## config.mk

```make
export PLATFORM = sky130hd
export DESIGN_NAME = i2c_slave
export DESIGN_NICKNAME = d
export VERILOG_FILES = /design/src/rtl/i2c_pkg.sv /design/src/rtl/i2c_edge_sync.sv /design/src/rtl/i2c_slave.sv
export SDC_FILE = /design/constraint.sdc
export NUM_CORES = 1
export LEC_CHECK = 0
export CAP_MARGIN = 20
export CORE_ASPECT_RATIO = 1.4
export CORE_MARGIN = 10
export CORE_UTILIZATION = 49
export DETAILED_ROUTE_END_ITERATION = 8
export PLACE_DENSITY = 0.73
export SKIP_LAST_GASP = 1
export SYNTH_ARGS = -nofsm -noshare
export SYNTH_HDL_FRONTEND = slang
export SYNTH_SLANG_ARGS = --single-unit
```

## constraint.sdc

```tcl
create_clock -name clk -period 3.3 [get_ports clk]
set_clock_uncertainty 0.1 [all_clocks]
set_input_delay 0.825 -clock clk [delete_from_list [all_inputs] [get_ports clk]]
set_output_delay 0.825 -clock clk [all_outputs]
set_load 0.03 [all_outputs]
```

## src/rtl/i2c_pkg.sv

```systemverilog
`timescale 1ns/1ps
`default_nettype none
// ============================================================================
// Module      : i2c_pkg
// Description : Shared types and constants for the I2C target block: FSM
//               state encoding, command codes, bus-idle level and the
//               address-match rule.
// Revision    : 1.0 - initial release
// ============================================================================
package i2c_pkg;

    typedef enum logic [2:0] {
        ST_IDLE     = 3'd0,
        ST_ADDR     = 3'd1,
        ST_ADDR_ACK = 3'd2,
        ST_RX_BYTE  = 3'd3,
        ST_RX_ACK   = 3'd4,
        ST_TX_BYTE  = 3'd5,
        ST_TX_ACK   = 3'd6,
        ST_IGNORE   = 3'd7
    } state_t;

    typedef enum logic [2:0] {
        CMD_START   = 3'd0,
        CMD_RESTART = 3'd1,
        CMD_STOP    = 3'd2,
        CMD_RD      = 3'd3,
        CMD_WR      = 3'd4
    } cmd_t;

    // Level of both bus lines when nobody drives them (pull-ups).
    localparam logic c_bus_idle = 1'b1;

    // Address byte matches our target address; general call (0) never matches.
    function automatic logic addr_match(input logic [7:0] addr_byte,
                                        input logic [6:0] own_addr);
        return (addr_byte[7:1] == own_addr) && (own_addr != 7'd0);
    endfunction

endpackage
`default_nettype wire

```

## src/rtl/i2c_edge_sync.sv

```systemverilog
`timescale 1ns/1ps
`default_nettype none
// ============================================================================
// Module      : i2c_edge_sync
// Description : Two-flop synchronizers for raw SCL/SDA followed by one
//               history register, producing SCL edge strobes and START/STOP
//               conditions (3 clk behind the bus).
// Revision    : 1.0 - initial release
// ============================================================================
module i2c_edge_sync
    import i2c_pkg::*;
(
    input  logic clk,
    input  logic reset,
    input  logic scl_i,
    input  logic sda_i,
    output logic scl_rise,
    output logic scl_fall,
    output logic start_det,
    output logic stop_det,
    output logic sda_sync
);

    logic [1:0] r_scl_sync;
    logic [1:0] r_sda_sync;
    logic       r_scl_prev;
    logic       r_sda_prev;

    // Synchronize both lines and keep one cycle of history for edge detection.
    always_ff @(posedge clk) begin
        if (reset) begin
            r_scl_sync <= {c_bus_idle, c_bus_idle};
            r_sda_sync <= {c_bus_idle, c_bus_idle};
            r_scl_prev <= c_bus_idle;
            r_sda_prev <= c_bus_idle;
        end else begin
            r_scl_sync <= {r_scl_sync[0], scl_i};
            r_sda_sync <= {r_sda_sync[0], sda_i};
            r_scl_prev <= r_scl_sync[1];
            r_sda_prev <= r_sda_sync[1];
        end
    end

    assign scl_rise  =  r_scl_sync[1] & ~r_scl_prev;
    assign scl_fall  = ~r_scl_sync[1] &  r_scl_prev;
    // SDA may only move while SCL is high for START/STOP, so require SCL high
    // in both the current and previous sample.
    assign start_det =  r_scl_sync[1] & r_scl_prev &  r_sda_prev & ~r_sda_sync[1];
    assign stop_det  =  r_scl_sync[1] & r_scl_prev & ~r_sda_prev &  r_sda_sync[1];
    assign sda_sync  =  r_sda_sync[1];

endmodule
`default_nettype wire

```

## src/rtl/i2c_slave.sv

```systemverilog
`timescale 1ns/1ps
`default_nettype none
// ============================================================================
// Module      : i2c_slave
// Description : I2C target with 7-bit address. Write bytes are presented on
//               rx_data/rx_valid; read bytes are requested with tx_req and
//               latched from tx_data one clk later. No clock stretching.
// Revision    : 1.0 - initial release
// ============================================================================
module i2c_slave
    import i2c_pkg::*;
#(
    parameter logic [6:0] ADDR = 7'h42
) (
    input  logic       clk,
    input  logic       reset,
    input  logic       scl_i,
    input  logic       sda_i,
    output logic       sda_oe,
    output logic [7:0] rx_data,
    output logic       rx_valid,
    output logic       tx_req,
    input  logic [7:0] tx_data,
    output logic       busy,
    output logic       addressed
);

    logic       w_scl_rise;
    logic       w_scl_fall;
    logic       w_start;
    logic       w_stop;
    logic       w_sda;
    logic [7:0] w_byte;

    state_t     r_state;
    logic [7:0] r_shift;
    logic [2:0] r_bitcnt;
    logic       r_rw;
    logic       r_acked;
    logic       r_tx_load;

    i2c_edge_sync u_edge_sync (
        .clk       (clk),
        .reset     (reset),
        .scl_i     (scl_i),
        .sda_i     (sda_i),
        .scl_rise  (w_scl_rise),
        .scl_fall  (w_scl_fall),
        .start_det (w_start),
        .stop_det  (w_stop),
        .sda_sync  (w_sda)
    );

    // Byte as it stands once the bit on the current SCL rise is shifted in.
    assign w_byte = {r_shift[6:0], w_sda};

    // Protocol FSM; START/STOP take priority over whatever state we are in.
    always_ff @(posedge clk) begin
        if (reset) begin
            r_state   <= ST_IDLE;
            r_shift   <= 8'h00;
            r_bitcnt  <= 3'd0;
            r_rw      <= 1'b0;
            r_acked   <= 1'b0;
            r_tx_load <= 1'b0;
            sda_oe    <= 1'b0;
            rx_data   <= 8'h00;
            rx_valid  <= 1'b0;
            tx_req    <= 1'b0;
            busy      <= 1'b0;
            addressed <= 1'b0;
        end else begin
            rx_valid  <= 1'b0;
            tx_req    <= 1'b0;
            r_tx_load <= 1'b0;
            if (w_start) begin
                r_state   <= ST_ADDR;
                r_shift   <= 8'h00;
                r_bitcnt  <= 3'd0;
                r_acked   <= 1'b0;
                sda_oe    <= 1'b0;
                busy      <= 1'b1;
                addressed <= 1'b0;
            end else if (w_stop) begin
                r_state   <= ST_IDLE;
                r_bitcnt  <= 3'd0;
                r_acked   <= 1'b0;
                sda_oe    <= 1'b0;
                busy      <= 1'b0;
                addressed <= 1'b0;
            end else begin
                case (r_state)
                    ST_ADDR: begin
                        if (w_scl_rise) begin
                            r_shift  <= w_byte;
                            r_bitcnt <= r_bitcnt + 3'd1;
                            if (r_bitcnt == 3'd7) begin
                                if (addr_match(w_byte, ADDR)) begin
                                    r_state   <= ST_ADDR_ACK;
                                    addressed <= 1'b1;
                                    r_rw      <= w_byte[0];
                                end else begin
                                    r_state <= ST_IGNORE;
                                end
                            end
                        end
                    end
                    // First SCL fall starts the ACK low, the next one ends it.
                    ST_ADDR_ACK, ST_RX_ACK: begin
                        if (w_scl_fall) begin
                            if (!sda_oe) begin
                                sda_oe <= 1'b1;
                            end else begin
                                sda_oe   <= 1'b0;
                                r_bitcnt <= 3'd0;
                                if (r_rw) begin
                                    r_state   <= ST_TX_BYTE;
                                    tx_req    <= 1'b1;
                                    r_tx_load <= 1'b1;
                                end else begin
                                    r_state <= ST_RX_BYTE;
                                end
                            end
                        end
                    end
                    ST_RX_BYTE: begin
                        if (w_scl_rise) begin
                            r_shift  <= w_byte;
                            r_bitcnt <= r_bitcnt + 3'd1;
                            if (r_bitcnt == 3'd7) begin
                                rx_data  <= w_byte;
                                rx_valid <= 1'b1;
                                r_state  <= ST_RX_ACK;
                            end
                        end
                    end
                    // MSB goes out as soon as the byte is latched; each later
                    // SCL fall shifts out the next bit, the 8th hands over.
                    ST_TX_BYTE: begin
                        if (r_tx_load) begin
                            r_shift <= {tx_data[6:0], 1'b0};
                            sda_oe  <= ~tx_data[7];
                        end else if (w_scl_fall) begin
                            if (r_bitcnt == 3'd7) begin
                                sda_oe   <= 1'b0;
                                r_bitcnt <= 3'd0;
                                r_acked  <= 1'b0;
                                r_state  <= ST_TX_ACK;
                            end else begin
                                sda_oe   <= ~r_shift[7];
                                r_shift  <= {r_shift[6:0], 1'b0};
                                r_bitcnt <= r_bitcnt + 3'd1;
                            end
                        end
                    end
                    ST_TX_ACK: begin
                        if (w_scl_rise) begin
                            if (w_sda) begin
                                r_state <= ST_IGNORE;
                            end else begin
                                r_acked <= 1'b1;
                            end
                        end else if (w_scl_fall && r_acked) begin
                            r_state   <= ST_TX_BYTE;
                            r_acked   <= 1'b0;
                            tx_req    <= 1'b1;
                            r_tx_load <= 1'b1;
                        end
                    end
                    default: begin
                    end
                endcase
            end
        end
    end

endmodule
`default_nettype wire

```

After elaboration in Yosys (flattened, before gate mapping)

Index checks and enable logic that the tools add are counted.

Register bits: 35
Output and inout port bits: 13
Word-level logic and storage cells: 141

Add/subtract/negate cells: 1
Equal/unequal tests: 34
Multiplexer cells: 51
Bitwise logic cells: 17
Reductions and logical operators: 22

Operators with widths:

| cell                                                | number |
|---|---|
| two-way mux 3 bit                                   | 20 |
| two-way mux 8 bit                                   | 4 |
| != test 4 x 2 -> 1 bit, second input constant       | 7 |
| AND reduction 12 bit                                | 2 |
| two-way mux 1 bit                                   | 21 |
| AND reduction 6 bit                                 | 3 |
| one-hot mux 8 bit (2 select lines)                  | 1 |
| one-hot mux 3 bit (5 select lines)                  | 1 |
| != test 2 bit, second input constant                | 7 |
| equality test 3 bit, second input constant          | 4 |
| != test 3 bit, second input constant                | 4 |
| NOT 1 bit                                           | 10 |
| AND reduction 5 bit                                 | 2 |
| one-hot mux 3 bit (3 select lines)                  | 1 |
| != test 4 x 1 -> 1 bit, second input constant       | 2 |
| nonzero test 2 bit                                  | 4 |
| bitwise AND 1 bit                                   | 7 |
| equality test 7 bit, second input constant          | 1 |
| nonzero test 7 bit                                  | 1 |
| equality test 3 x 2 -> 1 bit, second input constant | 2 |
| != test 2 x 1 -> 1 bit, second input constant       | 3 |
| one-hot mux 1 bit (2 select lines)                  | 3 |
| OR reduction 2 bit                                  | 3 |
| != test 5 x 2 -> 1 bit, second input constant       | 1 |
| other kinds (11)                                    | 11 |

Depth between registers and ports, before layout

Gate-level depths: netlist (run 1).

Word-level depth: 8
Gate-level depth with buffers: 8

Hierarchy

A second synthesis (run 1) with hierarchy kept.

Cells, all modules: 209
Area total of the unflattened synthesis: 1741.7 um^2

By module, submodules not included:

| module        | times used | cells an instance | area each (um^2) | seq. area each (um^2) |
|---|---|---|---|---|
| i2c_slave     | 1          | 193               | 1551.5           | 580.6 |
| i2c_edge_sync | 1          | 16                | 190.2            | 120.1 |

Least setup slack after synthesis (run 1)

OpenSTA, ideal clock, no wires.

Kind: input to register
Start: input reset
End: register r_tx_load
Library setup time: 0.092 ns
Arrival: 1.604 ns
Data required time: 3.108 ns
Path slack: 1.505 ns
Stages on the path: 4
Path buffers: 2
Path through: clkbuf_1 or2_1 clkbuf_1 nor4_1

Word-level cells in the longest chain between the ends: 1

Ends and longest elaborated chain:

| item                         | RTL line         | RTL |
|---|---|---|
| start, declared              | i2c_slave.sv:16  | `input logic reset,` |
| OR reduction 3 bit (no line) | --               |  |
| end signal, assigned         | i2c_slave.sv:65  | `r_tx_load <= 1'b0;` |
| end signal, assigned         | i2c_slave.sv:75  | `r_tx_load <= 1'b0;` |
| end signal, assigned         | i2c_slave.sv:119 | `r_tx_load <= 1'b1;` |
| end, declared                | i2c_slave.sv:40  | `logic r_tx_load;` |

No other way between the ends.
A chain may end at the register's enable or synchronous reset.

==> results of run 1 <==
[per-stage QoR]
step | total power (uW) | util (%) | cell area [sq um]
global route | 943.6 | 60.51 | 2063
detailed placement | 618.4 | 58.13 | 1982
global placement | 615.5 | 58.13 | 1982
CTS | 906.0 | 60.51 | 2063
floorplan | 585.3 | - | 1755
finish | 901.3 | 60.51 | 2063
[power breakdown]
part	switching, uW	total, uW	internal [uW]
clock	144	291	148
combinational	70.1	139	69.0
sequential	35.7	471	435
[placed cells by master (no fill, tap or decap), types with 5 or more instances in the layout]
cell	n
dfxtp_1	35
clkbuf_8	5
nand2_1	17
mux2i_1	18
or2_2	6
clkdlybuf4s50_1	24
a211oi_1	7
a21oi_1	10
nand2b_1	5
nor2_1	29
[layout make-up]
cell class	count	area, sq um	share of cell area (%)
clock buffer	7	76.32	3.699
clock inverter	1	5.005	0.2426
inverter	3	11.26	0.5458
multi-input combinational	146	972.2	47.12
sequential	35	700.7	33.96
tap	40	50.05	2.426
timing repair buffer	25	247.7	12.01
[cell families (layout without fill, tap and decap cells)]
| kind of cell | count (synthesis) | after routing |
|---|---|---|
| adder cells (fa/ha/maj) | 2 | 2 |
| multiplexers | 19 | 19 |
| AND/OR/NAND/NOR | 86 | 86 |
| XOR/XNOR | 1 | 1 |
| AO/OA/AOI/OAI | 38 | 38 |
| flip-flops | 35 | 35 |
| buffers and inverters | 16 | 36 |
[flip-flops by register name (all words and copies together) (netlist names), 2 cells and up]
register and cells:
r_shift 8, rx_data 8, r_bitcnt 3, r_state 3, u_edge_sync.r_scl_sync 2, u_edge_sync.r_sda_sync 2
[Yosys cell counts, drive strengths merged, types with 3 or more instances]
| master | count |
|---|---|
| or3 | 4 |
| nand3b | 3 |
| nor2b | 3 |
| mux2i | 18 |
| nand3 | 3 |
| clkbuf | 6 |
| or2 | 7 |
| nor3b | 3 |
| nand2b | 5 |
| nor2 | 29 |
| o211ai | 3 |
| inv | 3 |
| a21oi | 11 |
| dfxtp | 35 |
| nand2 | 17 |
| buf | 7 |
| o21ai | 4 |
| a211oi | 7 |
[how the worst min path moves through the flow]
stage	slack, ps	start	end	cells past startpoint
after floorplan	290	u_edge_sync.r_scl_sync[0]	u_edge_sync.r_scl_sync[1]	1
after global placement	290	u_edge_sync.r_sda_sync[0]	u_edge_sync.r_sda_sync[1]	1
after detailed placement	300	u_edge_sync.r_scl_sync[0]	u_edge_sync.r_scl_sync[1]	1
after CTS	320	u_edge_sync.r_scl_sync[0]	u_edge_sync.r_scl_sync[1]	1
after global routing	330	u_edge_sync.r_scl_sync[0]	u_edge_sync.r_scl_sync[1]	1
final	310	u_edge_sync.r_scl_sync[0]	u_edge_sync.r_scl_sync[1]	1
[per-layer routing]
metal  wire length, microns  vias to the layer above
met2                   2016                       37
met5                      0                        -
li1                       -                      735
met1                   1662                      677
met4                     55                        0
met3                    240                        7
==> impl_summary.txt, run 1 <==
----------------------------------------------------
[Worst setup path]
  Startpoint types ... register
  Critical path fanouts, max ... 8
  Cell class contributing the biggest share of worst-path delay ... buffers and inverters
  Max stage delay cell, worst path ... clkdlybuf4s50_1
  Number of buffer and inverter stages on the critical path ... 1
  Launch point of the worst reg-to-reg path ... r_state[1]
  CP Data Arrival Time ... about 1500 ps
  Register-to-register path setup slack ... roughly 1200 ps
  Critical path cell sequence ... clkdlybuf4s50_1
  Crit. Startpoint ... r_tx_load
  Reg2Reg Capture Point ... r_state[2]
  Endpoint of the most critical setup path ... tx_req
  Stages on the worst setup path ... 1
  Largest stage delay on the critical path ... between 700 and 800 ps
  Worst endpoint required time ... approximately 2400 ps
  Cell count of the worst reg-to-reg path ... 5
  WS Path Type ... register to output port
  CP endpoint kind ... output port

[Synth]
  Mapped Avg Cell Area ... 8.911 sq um
  Synthesized Nets ... approximately 210
  Post-Syn Area ... between 1500 and 2000 sq um
  Fraction of post-synthesis cell area in the top cell type by area ... about two fifths
  Synthesized-area fraction occupied by adder cells ... ~1.4%
  Fraction of the mapped netlist area in compound gates ... 15.89%
  Commonest register cell after synthesis ... dfxtp_1
  Post-synthesis cell type count ... slightly below 50
  Share of synthesized flip-flops with an asynchronous set or reset ... 0%
  Most area-consuming cells after synthesis ... dfxtp_1, mux2i_1, nor2_1
  Post-synthesis share of cell area spent on and, or, nand and nor gates ... between 20% and 30%
  Count of flip-flops with a built-in enable after synthesis ... 0
  Post-synthesis cell count ... between 150 and 200
  Library cell occupying the most area in the post-synthesis netlist ... dfxtp_1
  Combinational family with the most area after synthesis ... simple AND/OR/NAND/NOR gates
  Post-synthesis register bit count ... 35
  Xor/xnor cell area share of the yosys netlist ... less than 1%
  Yosys warning total ... 0
  Part of the Yosys area used for sequential elements ... between 30% and 40%
  Multiplexer share of the synthesized area ... a little over a tenth

[Global routing]
  Met3 Track Usage GR ... between 4 and 5%
  GRT Residual Overflow ... 0
  Via count of the first global-routing pass ... ~1400
  Number of antenna violations at the first check in global routing ... 0
  GR Util All Layers ... between 10% and 20%
  GR met1 Demand/Resource ... approximately an eighth
  GR Layer Usage met2 ... between 20% and 30%
  Maximum number of pins on one net before global-route repair ... 22
  Global-route wire length before repair ... between 6000 and 7000 microns
  Gr busiest metal ... met2

[STA]
  RSZ-0062 raised after global routing ... false
  Part of the cycle the worst path needs ... 72.19%
  Final critical path time including I/O delays and setup ... 2382 ps
  Final-report hold violation count ... 0
  Transition at the pin with the smallest max-transition slack ... around 630 ps
  Fin Hold WS ... roughly 310 ps
  Final-report setup violation count ... 0
  Relative slew slack ... between 50% and 60%
  Aggregate negative setup slack ... 0 ps
  FMAX ... approximately 420 MHz
  Setup WS post-layout ... 917.6 ps
  Number of max-slew violations in the final report ... 0

[Clocking]
  Post-CTS setup buffer count ... 0
  Max H-tree Level ... 2
  Clock slew at reported path FFs ... ~70 ps
  Clock insertion delay at the later pin of the skew report ... 280 ps
  Longest Clk Path Bufs ... 2
  Resized cells post-CTS ... 0
  Hold buffer count at CTS ... 0
  Clock sink count ... 35
  Total CTS buffers ... 5
  TritonCTS clock tree ... done
  CTS root buf ... clkbuf_8

[Detailed routing]
  Detailed Route Iter0 Violations ... 85
  Aggregate routed wire length ... 3974 microns
  Via count of the routed design ... about 1500
  Mean number of vias per cell ... about 5.7
  DR DRC count ... 0
  Router iterations before antenna repair ... 6
  Remaining antenna violation count after routing ... 0
  Routed length per instance ... 15.46 microns

[Cells and area]
  Area grow syn2layout ... 17.53%
  Final-layout fill cell count ... between 300 and 400
  Antenna diode count ... 0
  Share of post-route cells with drive strength above 1 ... between 8 and 9%
  NumNets Final ... 230
  Post-layout instance count excluding filler cells ... around 260

[Placed design]
  IO Port Bufs ... 24
  DP Wirelength ... a little under 3000 microns
  Setup WS pre-CTS ... a little over 1000 ps
  Total placed cells including tap cells ... roughly 250
  Placer's final routability congestion estimate ... just under 1

[Outcome]
  Result of the run ... finished, final reports clean

[Floorplanning]
  Horizontal die dimension ... 70.59 microns
  Initial Utilization ... 51.49%
  DIE AREA ... roughly 6400 sq um
  Die Y-Extent ... just over 90 microns
  I/O pin count ... 25
  Core region area ... between 3000 and 4000 sq um
  FP Rows ... 25

[Pwr]
  Total power divided by cell area ... between 400 and 500 nW/um^2
  Peak supply drop ... between 0.3 and 0.4 mV
  Lkg Pwr ... around 0.00078 uW

[Job]
  Max-cap check violation count ... 0

[Hold path]
  Worst hold path class ... register to register

----------------------------------------------------
Note: power is estimated with default switching activity, not from simulation.
==> inputs of run 2 (changes only) <==
==> constraint.sdc (replaced) <==
create_clock -name clk -period 2.5 [get_ports clk]
set_clock_uncertainty 0.1 [all_clocks]
set_input_delay 0.625 -clock clk [delete_from_list [all_inputs] [get_ports clk]]
set_output_delay 0.625 -clock clk [all_outputs]
set_load 0.03 [all_outputs]
==> run 2 against run 1 <==
  * Critical endpoint unchanged
  * Worst hold slack better by 4.9 ps
  * Die area stayed put
  * Worst setup slack got worse by 580 ps
  * Largest cell class unchanged
  * Clock-buffer cell count is 2 lower
  * Critical path type unchanged
==> impl_summary.txt, run 2 (same netlist as run 1, synthesis figures left out) <==
----------------------------------------------------
[Outcome]
  Result of the run ... finished, final reports clean (unchanged)

[Floorplanning]
  FP Rows ... 25 (unchanged)
  DIE AREA ... 6411 sq um (unchanged)
  I/O pin count ... 25 (unchanged)
  Horizontal die dimension ... 70.59 microns (unchanged)
  Die Y-Extent ... 90.82 microns (unchanged)
  Initial Utilization ... 51.49% (unchanged)
  Core region area ... 3410 sq um (unchanged)

[Placed design]
  Total placed cells including tap cells ... 249 (unchanged)
  IO Port Bufs ... 24 (unchanged)
  DP Wirelength ... 3064 microns (was 2965 microns)
  Placer's final routability congestion estimate ... 0.9193 (was 0.9662)

[Pwr]
  Lkg Pwr ... 0.0007722 uW (was 0.0007784 uW)
  Flop pwr share ... 52.6% (was 52.2%)
  Total power divided by cell area ... 571.7 nW/um^2 (was 436.8 nW/um^2)
  Clock Power Share ... 31.5% (was 32.3%)
  Net switching power of the design ... 326.7 uW (was 249.3 uW)
  Post-route total power ... 1177 uW (was 901.3 uW)
  Internal power ... 849.9 uW (was 651.9 uW)
  Switching share of power ... 27.77% (was 27.67%)
  Portion of total power attributed to combinational logic ... 15.9% (was 15.4%)
  Peak supply drop ... 0.5820 mV (was 0.3325 mV)

[Worst setup path]
  Register-to-register path setup slack ... 460 ps (was 1220 ps)
  CP endpoint kind ... output port (unchanged)
  Number of buffer and inverter stages on the critical path ... 1 (unchanged)
  Launch point of the worst reg-to-reg path ... r_state[1] (unchanged)
  Reg2Reg Capture Point ... r_state[2] (unchanged)
  Critical path cell sequence ... clkdlybuf4s50_1 (unchanged)
  Cell class contributing the biggest share of worst-path delay ... buffers and inverters (unchanged)
  Startpoint types ... register (unchanged)
  Max stage delay cell, worst path ... clkdlybuf4s50_1 (unchanged)
  Cell count of the worst reg-to-reg path ... 5 (unchanged)
  Critical path fanouts, max ... 8 (unchanged)
  CP Data Arrival Time ... 1440 ps (was 1460 ps)
  Largest stage delay on the critical path ... 720 ps (about the same)
  Worst endpoint required time ... 1770 ps (was 2370 ps)
  WS Path Type ... register to output port (unchanged)

[Global routing]
  GR Util All Layers ... 12.92% (was 12.39%)
  Global-route wire length before repair ... 7003 microns (was 6741 microns)
  GRT Residual Overflow ... 0 (unchanged)
  Via count of the first global-routing pass ... 1506 (was 1435)
  Number of antenna violations at the first check in global routing ... 0 (unchanged)
  Maximum number of pins on one net before global-route repair ... 22 (unchanged)

[STA]
  Fin Hold WS ... 318.4 ps (was 313.5 ps)
  Relative slew slack ... 62.40% (was 57.64%)
  FMAX ... roughly 460 MHz
  Final-report hold violation count ... 0 (unchanged)
  Number of max-slew violations in the final report ... 0 (unchanged)
  Part of the cycle the worst path needs ... between 80% and 90%
  Transition at the pin with the smallest max-transition slack ... 563.3 ps (was 634.6 ps)
  Final-report setup violation count ... 0 (unchanged)
  RSZ-0062 raised after global routing ... false (unchanged)
  Final critical path time including I/O delays and setup ... roughly 2200 ps
  Aggregate negative setup slack ... 0 ps (unchanged)

[Hold path]
  Number of stages on the worst hold path ... 1 (unchanged)
  Min-delay src ... u_edge_sync.r_sda_sync[0] (was u_edge_sync.r_scl_sync[0])
  Worst hold path class ... register to register (unchanged)
  Endpoint of the worst hold-timing path ... u_edge_sync.r_sda_sync[1] (was u_edge_sync.r_scl_sync[1])

[Detailed routing]
  Remaining antenna violation count after routing ... 0 (unchanged)
  DR DRC count ... 0 (unchanged)
  Detailed Route Iter0 Violations ... 92 (was 85)
  Via count of the routed design ... 1479 (was 1456)
  Mean number of vias per cell ... 5.800 (was 5.665)
  Routed length per instance ... 15.53 microns (was 15.46 microns)
  Router iterations before antenna repair ... 4 (was 6)
  Aggregate routed wire length ... 3961 microns (was 3974 microns)

[Cells and area]
  Largest registers ... r_shift (8), rx_data (8) (unchanged)
  Post-layout instance count excluding filler cells ... 255 (was 257)
  Antenna diode count ... 0 (unchanged)
  Leading cell type in the layout, fill and taps excluded ... dfxtp_1 (unchanged)
  Area grow syn2layout ... 17.25% (was 17.53%)
  Share of post-route cells with drive strength above 1 ... 8.837% (was 8.756%)
  Utilization of the core after routing ... 60.37% (was 60.51%)
  NumNets Final ... 230 (unchanged)
  Most frequent cells in the layout ... dfxtp_1, nor2_1, clkdlybuf4s50_1 (unchanged)

[Clocking]
  CTS root buf ... clkbuf_8 (unchanged)
  Clock insertion delay at the later pin of the skew report ... 280 ps (about the same)
  Hold buffer count at CTS ... 0 (unchanged)
  Resized cells post-CTS ... 0 (unchanged)
  Longest Clk Path Bufs ... 2 (unchanged)
  Clock sink count ... 35 (unchanged)
  Post-CTS setup buffer count ... 0 (unchanged)
  Total CTS buffers ... 5 (unchanged)
  TritonCTS clock tree ... done (unchanged)
  Max H-tree Level ... 2 (unchanged)
  Clock slew at reported path FFs ... 70 ps (about the same)

[Job]
  Max-cap check violation count ... 0 (unchanged)

----------------------------------------------------
## run 2: cell type report
class                   count  area [sq um]
clock buffers               5         68.82
clock inverters             1         7.507
fillers                   307          1351
inverters                   3         11.26
multi-input cells         146         972.2
flip-flops and latches     35         700.7
well taps                  40         50.05
repair buffers             25         247.7
## run 2: how the worst max path moves through the flow
stage,start,end,slack [ps],cells after the start
finish,r_tx_load,tx_req,340,1
global route,r_bitcnt[0],r_state[2],270,7
CTS,r_tx_load,tx_req,320,1
detailed placement,reset,r_tx_load,450,3
global placement,reset,r_tx_load,520,3
floorplan,r_bitcnt[0],r_state[2],710,7
## run 2: power groups by stage
stage	clock, uW	combinational, uW	sequential (uW)
floorplan	0	171	602
global placement	0	180	630
detailed placement	0	186	630
CTS	381	188	618
global route	400	213	626
finish	371	187	619
## run 2: stage by stage
step,setup WS [ps],instance area [sq um]
floorplan,714.4,1755
detailed placement,452.1,1982
global route,274.6,2058
finish,338.9,2058
CTS,320.4,2058
global placement,519.5,1982
## run 2: per-layer routing
metal | GRT usage, % | vias to the layer above | wire, microns
li1 | - | 737 | -
met1 | 13.27 | 684 | 1499
met2 | 22.52 | 49 | 2085
met3 | 4.620 | 9 | 287
met4 | 5.987 | 0 | 89
met5 | 0 | - | 0
==> inputs of run 3 (changes only) <==
--- a/config.mk
+++ b/config.mk
@@ -5,6 +5,7 @@
 export SDC_FILE = /design/constraint.sdc
 export NUM_CORES = 1
 export LEC_CHECK = 0
+export ABC_AREA = 1
 export CAP_MARGIN = 20
 export CORE_ASPECT_RATIO = 1.4
 export CORE_MARGIN = 10
==> run 3 against run 2 <==
  * Worst hold slack lost 6.1 ps
  * Non-clock buffer count is the same
  * Synthesized area shrank 4.4%
  * Clock-buffer cell count grew 3
  * Final area shrank 0.43%
  * Final cell count grew 23%
  * Wire length grew 0.33%
  * Maximum frequency shrank 1.9%
  * Critical path depth is the same
  * Register-to-register slack gained 170 ps
  * Total power grew 50%
  * Utilization grew 0.87 points
  * Largest power group unchanged
==> impl_summary.txt, run 3 <==
----------------------------------------------------
[Outcome]
  Result of the run ... finished, final reports clean (unchanged)

[Pwr]
  Internal power ... 1105 uW (was 849.9 uW)
  Total power divided by cell area ... 860.2 nW/um^2 (was 571.7 nW/um^2)
  Flop pwr share ... 40.2% (was 52.6%)
  Peak supply drop ... 0.5844 mV (was 0.5820 mV)
  Switching share of power ... 37.29% (was 27.77%)
  Net switching power of the design ... 657.4 uW (was 326.7 uW)
  Post-route total power ... 1763 uW (was 1177 uW)
  Portion of total power attributed to combinational logic ... 34.4% (was 15.9%)
  Clock Power Share ... 25.5% (was 31.5%)
  Lkg Pwr ... 0.0008863 uW (was 0.0007722 uW)

[Worst setup path]
  WS Path Type ... register to output port (unchanged)
  Largest stage delay on the critical path ... 720 ps (about the same)
  Launch point of the worst reg-to-reg path ... r_bitcnt[0] (was r_state[1])
  CP endpoint kind ... output port (unchanged)
  Critical path cell sequence ... clkdlybuf4s50_1 (unchanged)
  Max stage delay cell, worst path ... clkdlybuf4s50_1 (unchanged)
  Cell class contributing the biggest share of worst-path delay ... buffers and inverters (unchanged)
  Number of buffer and inverter stages on the critical path ... 1 (unchanged)
  CP Data Arrival Time ... 1480 ps (was 1440 ps)
  Crit. Startpoint ... r_tx_load (unchanged)
  Startpoint types ... register (unchanged)
  Worst endpoint required time ... 1770 ps (about the same)
  Critical path fanouts, max ... 7 (was 8)

[Floorplanning]
  Initial Utilization ... 50.13% (was 51.49%)
  Die Y-Extent ... 89.24 microns (was 90.82 microns)
  FP Rows ... 25 (unchanged)
  Horizontal die dimension ... 69.46 microns (was 70.59 microns)
  Core region area ... 3347 sq um (was 3410 sq um)
  I/O pin count ... 25 (unchanged)
  DIE AREA ... 6198 sq um (was 6411 sq um)

[STA]
  FMAX ... 454.0 MHz (was 462.7 MHz)
  Aggregate negative setup slack ... 0 ps (unchanged)
  Part of the cycle the worst path needs ... 88.10% (was 86.44%)
  Setup WS post-layout ... 297.6 ps (was 338.9 ps)
  RSZ-0062 raised after global routing ... false (unchanged)
  Final-report setup violation count ... 0 (unchanged)
  Final-report hold violation count ... 0 (unchanged)
  Fin Hold WS ... 312.3 ps (was 318.4 ps)
  Number of max-slew violations in the final report ... 0 (unchanged)
  Transition at the pin with the smallest max-transition slack ... 449.9 ps (was 563.3 ps)
  Final critical path time including I/O delays and setup ... 2202 ps (was 2161 ps)
  Relative slew slack ... 69.90% (was 62.40%)

[Synth]
  Post-synthesis register bit count ... 35 (unchanged)
  Library cell occupying the most area in the post-synthesis netlist ... dfxtp_1 (unchanged)
  Most common library cells after synthesis ... nand2_1, dfxtp_1, nor2_1, o21ai_0, inv_1 (was dfxtp_1, nor2_1, mux2i_1, nand2_1, a21oi_1)
  Post-Syn Area ... 1678 sq um (was 1755 sq um)
  Mapped Avg Cell Area ... 6.876 sq um (was 8.911 sq um)
  Yosys warning total ... 0 (unchanged)
  Commonest register cell after synthesis ... dfxtp_1 (unchanged)
  Fraction of post-synthesis cell area in the top cell type by area ... 41.76% (was 39.91%)
  Most repeated cell in the gate-level netlist after synthesis ... nand2_1 (was dfxtp_1)
  Share of synthesized flip-flops with an asynchronous set or reset ... 0% (unchanged)
  Count of flip-flops with a built-in enable after synthesis ... 0 (unchanged)
  Synthesized Nets ... 258 (was 211)
  Most area-consuming cells after synthesis ... dfxtp_1, nand2_1, o21ai_0 (was dfxtp_1, mux2i_1, nor2_1)
  Post-synthesis cell count ... 244 (was 197)
  Post-synthesis cell type count ... 24 (was 49)
  Part of the Yosys area used for sequential elements ... 41.76% (was 39.91%)

[Detailed routing]
  Via count of the routed design ... 1604 (was 1479)
  Routed length per instance ... 12.70 microns (was 15.53 microns)
  Detailed Route Iter0 Violations ... 80 (was 92)
  Aggregate routed wire length ... 3974 microns (was 3961 microns)
  Remaining antenna violation count after routing ... 0 (unchanged)
  Router iterations before antenna repair ... 4 (unchanged)
  Mean number of vias per cell ... 5.125 (was 5.800)
  DR DRC count ... 0 (unchanged)

[Placed design]
  IO Port Bufs ... 24 (unchanged)
  Placer's final routability congestion estimate ... 0.9150 (was 0.9193)
  DP Wirelength ... 3120 microns (was 3064 microns)
  Setup WS pre-CTS ... 526.2 ps (was 452.1 ps)

[Hold path]
  Worst hold path class ... register to register (unchanged)
  Min-delay src ... u_edge_sync.r_sda_sync[0] (unchanged)

[Global routing]
  Number of antenna violations at the first check in global routing ... 0 (unchanged)
  Via count of the first global-routing pass ... 1596 (was 1506)
  Maximum number of pins on one net before global-route repair ... 16 (was 22)
  GR Util All Layers ... 14.09% (was 12.92%)
  GRT Residual Overflow ... 0 (unchanged)
  Global-route wire length before repair ... 7107 microns (was 7003 microns)

[Cells and area]
  Share of post-route cells with drive strength above 1 ... 9.524% (was 8.837%)
  NumNets Final ... 286 (was 230)
  Utilization of the core after routing ... 61.23% (was 60.37%)
  Leading cell type in the layout, fill and taps excluded ... nand2_1 (was dfxtp_1)
  Area grow syn2layout ... 22.15% (was 17.25%)
  Most frequent cells in the layout ... nand2_1, nor2_1, dfxtp_1 (was dfxtp_1, nor2_1, clkdlybuf4s50_1)
  Antenna diode count ... 0 (unchanged)
  Largest registers ... r_shift (8), rx_data (8) (unchanged)

[Clocking]
  Clock sink count ... 35 (unchanged)
  Resized cells post-CTS ... 0 (unchanged)
  Clock slew at reported path FFs ... 70 ps (about the same)
  Max H-tree Level ... 2 (unchanged)
  Hold buffer count at CTS ... 0 (unchanged)
  Post-CTS setup buffer count ... 0 (unchanged)
  Total CTS buffers ... 5 (unchanged)
  Clock insertion delay at the later pin of the skew report ... 290 ps (was 280 ps)
  TritonCTS clock tree ... done (unchanged)
  CTS root buf ... clkbuf_8 (unchanged)
  Longest Clk Path Bufs ... 2 (unchanged)

[Job]
  Max-cap check violation count ... 0 (unchanged)

----------------------------------------------------
==> run 3: changes by cell type in the layout (fill, tap and decap cells not counted), moves of 5 or more <==
cell      before  now
o21ai_0        3   29
mux2i_1       18    0
inv_1          3   26
nand2_1       17   48
a21oi_1       10   22
nor2_2         0    5
nor2_1        29   35
a211oi_1       7    0
nand2b_1       5    0
nand3_1        2   14
==> run 3: metrics by stage <==
step           cell area [sq um]  cells
3_5_place_dp                1949    305
4_1_cts                     2049    313
6_report                    2049    313
3_3_place_gp                1949    305
5_1_grt                     2049    313
2_1_floorplan               1678    244
==> run 3: layer usage <==
| layer | vias up | routed length (microns) | track usage, % |
|---|---|---|---|
| met2 | 32 | 2070 | 25.75 |
| met4 | 0 | 82 | 7.890 |
| met5 | - | 0 | 0 |
| li1 | 848 | - | - |
| met1 | 717 | 1647 | 14.51 |
| met3 | 7 | 174 | 3.444 |
==> run 3: cell families (layout without fill, tap and decap cells) <==
logic type | count (synthesis) | in the layout | synth area share [%]
adder cells (fa/ha/maj) | 2 | 2 | 1.491
flip-flops | 35 | 35 | 41.76
AND/OR/NAND/NOR | 116 | 116 | 30.57
AO/OA/AOI/OAI | 57 | 57 | 17.45
buffers and inverters | 33 | 62 | 8.053
multiplexers | 1 | 1 | 0.6711
==> run 3: cell type report <==
| type | instances | area [sq um] |
|---|---|---|
| Clock buffer | 8 | 100.1 |
| Inverter | 29 | 108.9 |
| Tap cell | 40 | 50.05 |
| Sequential cell | 35 | 700.7 |
| Fill cell | 305 | 1297 |
| Timing Repair Buffer | 25 | 247.7 |
| Multi-Input combinational cell | 176 | 842.1 |
==> run 3: power by group through the flow <==
stage	Combinational [uW]	Sequential [uW]	Clock [uW]
finish	606	708	449
global route	712	720	480
CTS	607	708	459
detailed placement	604	719	0
global placement	602	714	0
floorplan	476	706	0
==> run 3: final timing paths <==
kind                                                  end  slack [ps]  cells past startpoint
worst max-delay path                               tx_req         300                      1
worst min-delay path            u_edge_sync.r_sda_sync[1]         310                      1
worst max register to register                 rx_data[2]         630                      8
worst min register to register  u_edge_sync.r_sda_sync[1]         310                      1
